## src/rtl/pc_unit.sv

```systemverilog
// rtl/pc_unit.sv - fetch-stage program counter with redirect, fetch-fault detection and delay-slot tracking
module pc_unit #(
  parameter int                 ADDR_W     = 32,
  parameter logic [ADDR_W-1:0]  RESET_PC   = 32'h0000_3000,
  parameter logic [ADDR_W-1:0]  TEXT_LO    = 32'h0000_3000,
  parameter logic [ADDR_W-1:0]  TEXT_HI    = 32'h0000_4ffc,
  parameter logic [ADDR_W-1:0]  HANDLER_PC = 32'h0000_4180
) (
  input  logic              clk,
  input  logic              reset,
  input  logic              i_en,
  input  logic [ADDR_W-1:0] i_nextPC,
  input  logic              i_isBranch_D,
  input  logic              i_excReq,
  input  logic              i_eret,
  input  logic [ADDR_W-1:0] i_EPC,
  output logic [ADDR_W-1:0] o_PC,
  output logic [4:0]        ExcCode_F,
  output logic              o_BD_F,
  output logic [ADDR_W-1:0] o_badPC,
  output logic [7:0]        o_fault_cnt
);

  logic [ADDR_W-1:0] pc_q, pc_d;
  logic              bd_q, bd_d;
  logic [ADDR_W-1:0] badpc_q, badpc_d;
  logic [7:0]        cnt_q, cnt_d;
  logic              fault;
  logic              advance;

  assign fault   = (pc_q[1:0] != 2'b00) || (pc_q < TEXT_LO) || (pc_q > TEXT_HI);
  assign advance = i_excReq || i_eret || i_en;

  // Bookkeeping fires only when a faulting PC is left, so a stalled fault counts once.
  always_comb begin
    pc_d    = pc_q;
    bd_d    = bd_q;
    badpc_d = badpc_q;
    cnt_d   = cnt_q;
    if (i_excReq) begin
      pc_d = HANDLER_PC;
      bd_d = 1'b0;
    end else if (i_eret) begin
      pc_d = i_EPC;
      bd_d = 1'b0;
    end else if (i_en) begin
      pc_d = i_nextPC;
      bd_d = i_isBranch_D;
    end
    if (advance && fault) begin
      badpc_d = pc_q;
      if (cnt_q != 8'hFF) begin
        cnt_d = cnt_q + 8'd1;
      end
    end
  end

  always_ff @(posedge clk) begin
    if (reset) begin
      pc_q    <= RESET_PC;
      bd_q    <= 1'b0;
      badpc_q <= '0;
      cnt_q   <= 8'd0;
    end else begin
      pc_q    <= pc_d;
      bd_q    <= bd_d;
      badpc_q <= badpc_d;
      cnt_q   <= cnt_d;
    end
  end

  assign o_PC        = pc_q;
  assign o_BD_F      = bd_q;
  assign o_badPC     = badpc_q;
  assign o_fault_cnt = cnt_q;
  assign ExcCode_F   = fault ? 5'd4 : 5'd0;

endmodule
```

## config.mk

```make
export PLATFORM = sky130hd
export DESIGN_NAME = pc_unit
export DESIGN_NICKNAME = d
export VERILOG_FILES = /design/src/rtl/pc_unit.sv
export SDC_FILE = /design/constraint.sdc
export NUM_CORES = 1
export LEC_CHECK = 0
export ABC_AREA = 1
export ABC_CLOCK_PERIOD_IN_PS = 1200
export CAP_MARGIN = 20
export CORE_ASPECT_RATIO = 0.5
export CORE_MARGIN = 2
export CORE_UTILIZATION = 38
export CTS_CLUSTER_DIAMETER = 80
export CTS_CLUSTER_SIZE = 25
export DETAILED_ROUTE_END_ITERATION = 6
export PLACE_DENSITY = 0.75
export SLEW_MARGIN = 20
export SYNTH_ARGS = -nofsm -noshare
export SYNTH_HDL_FRONTEND = slang
export SYNTH_SLANG_ARGS = --single-unit
export TNS_END_PERCENT = 1
```

## constraint.sdc

```tcl
create_clock -name clk -period 1.2 [get_ports clk]
set_input_delay 0.24 -clock clk [delete_from_list [all_inputs] [get_ports clk]]
set_output_delay 0.24 -clock clk [all_outputs]
set_load 0.01 [all_outputs]
```

==> impl_metrics.ini <==
[grt]
antenna_found_initial = 0
grt_start_max_net_pins = 29
grt_usage = 0.236
overflow = 0
grt_pass1_vias = 3818
grt_pass1_wl_um = 18900

[clock_network]
cts_buffers = 9
cts_sinks = 73
clock_path_buffers = 2
cts_root_buffer = clkbuf_16
cts_tree = done
cts.htree.levels = 3
clk_latency_ns = 0.34
clkTransAtPathRegs_ns = 0.06

[sta]
fmax_mhz = 659
hold_viol = 0
holdWs_ns = 0.366
fin_ws_ns = -0.318
min_period_ns = 1.52
fin_crit_sh = 1.27
rsz0062_at_grt = true
drv_slew = 0
fin_skew_ns = 0.00732
setup_viol = 41
fin_setup_tns_ns = -10.47

[floorplanning]
rows = 24
core_area_mm2 = 0.00892
ios = 148
die_width_um = 141
initial_utilization = 0.401
dieArea_mm2 = 0.0103
die_h_um = 72.6

[finish]
finalNetCount = 742
multi_input_area_mm2 = 0.00181
regArea_mm2 = 0.00149
diodes = 0
final_common_cell = nand2_1
final_cell_mix = nand2_1 (103), nand3_1 (79), clkdlybuf4s50_1 (65)
layout-drive-gt1-share = 0.391
fin_cells = 792
syn_to_final_growth_pct = 61.0
nFillCells = 746

[worst_setup_path]
start_kind = flip-flop
cp-end-kind = output port
required_ns = 0.96
critPathKind = reg -> out
crit_fanout = 3
arrival_ns = 1.28

[place]
post-dp-hpwl_um = 8680
pre_cts_slack_ns = -0.492
gp_congestion = 0.847
place_inst = 774
io_buffer_count = 143

[drt]
post_drt_wl_per_cell_um = 15.4
vias = 3868
drc_errors = 0
drtPass1Iterations = 5
final_antenna_net_count = 0
vias_per_cell = 4.88
drt_wl_total_um = 12200
drtIter0Drc = 300

[outcome]
status = finished, violations left
violations = negative setup slack

[synth]
avgSynthCellArea_um2 = 7.50
synthCells = 477
ys_seq_elements = 73
yosysUniqueCellTypes = 32
yosysSeqAreaShare = 0.409
yosys_warnings = 0
yosys.area_share.simple = 0.344
synth_top_family_by_area = simple AND/OR/NAND/NOR gates
synth_compound_area_frac = 0.123
yosys.area_share.xor_xnor = 0.00735
synth_fa_ha_area_frac = 0.00350
muxShareOfSynthArea = 0.00280
synthesis.area_mm2 = 0.00358

[power_and_ir_drop]
fin_total_pwr_w = 0.00657
ir_worst_vdd_v = 0.000760
power.density_mw_per_mm2 = 1140
power.leakage_nw = 2.65

[hold_path]
hold_path.class = in -> reg

[flow_run]
maxCapViolations = 0
[synthesized netlist by cell type, drive strengths merged]
master	n	area, um2
nand2	139	621
nand3	82	425
dfxtp	73	1460
inv	45	174
a21oi	39	308
buf	28	199
nor2	27	121
o21ai	14	70.1
nand4	6	37.5
o211ai	6	45.0
clkbuf	5	18.8
a31oi	3	18.8
or2	2	12.5
xnor2	2	17.5
conb	1	3.75
ha	1	12.5
mux2i	1	10.0
nand3b	1	7.51
nor3	1	5.00
xor2	1	8.76
[report_power, final]
part,internal (W),switching [W]
registers,0.00254,0.0000838
clock network,0.00155,0.000995
logic,0.000708,0.000687
[kinds of logic (layout without fill, tap and decap cells)]
kind of cell | after synthesis | count (layout)
simple gates | 258 | 258
fa+ha+maj | 1 | 1
flops | 73 | 73
other cells | 1 | 4
mux | 1 | 1
compound gates | 62 | 62
xor+xnor | 3 | 3
buf+inv | 78 | 273
[flip-flops by register name, indices dropped and copies added, names as in the netlist]
signal	count
o_badPC	32
o_BD_F	1
o_PC	32
o_fault_cnt	8
[per-layer routing]
| layer | part of all wire | GRT usage |
|---|---|---|
| met1 | 0.43 | 0.288 |
| met4 | 0.018 | 0.0800 |
| met5 | 0 | 0 |
| met3 | 0.053 | 0.0492 |
| met2 | 0.49 | 0.422 |
[critical path: stages, from the launching register on]
cell and delay (ns):
dfxtp_2 0.32, inv_2 0.06, nand2_2 0.05, nor2_2 0.10
nand2_2 0.10, nor2_4 0.11, nand2_4 0.08, buf_6 0.12
[final timing paths]
check	startpoint	end	slack, ns	cells after the start
max	o_PC[22]	ExcCode_F[2]	-0.32	7
min	reset	o_PC[12]	0.37	3
max reg2reg	o_PC[22]	o_badPC[27]	-0.31	11
min reg2reg	o_badPC[25]	o_badPC[25]	0.46	2
[layout make-up]
cell class,count,share of cell area
clock buffer,13,0.0469
tap,117,0.0254
sequential,73,0.258
timing repair buffer,213,0.323
clock inverter,2,0.00217
multi-input combinational,329,0.313
inverter,45,0.0306
[through the flow]
step	util	cell area, um2
floorplan	-	3640
global placement	0.622	5550
detailed placement	0.622	5550
CTS	0.648	5780
global route	0.646	5760
finish	0.646	5760
[timing repair]
item,4_1_cts,5_1_grt
setup endpoints to repair,139,93
gates resized for setup,223,51
cloned,0,2
pin swaps,4,2
hold buffers,0,0
setup buffers,1,0
No activity file was read; power rests on OpenSTA's default activity.
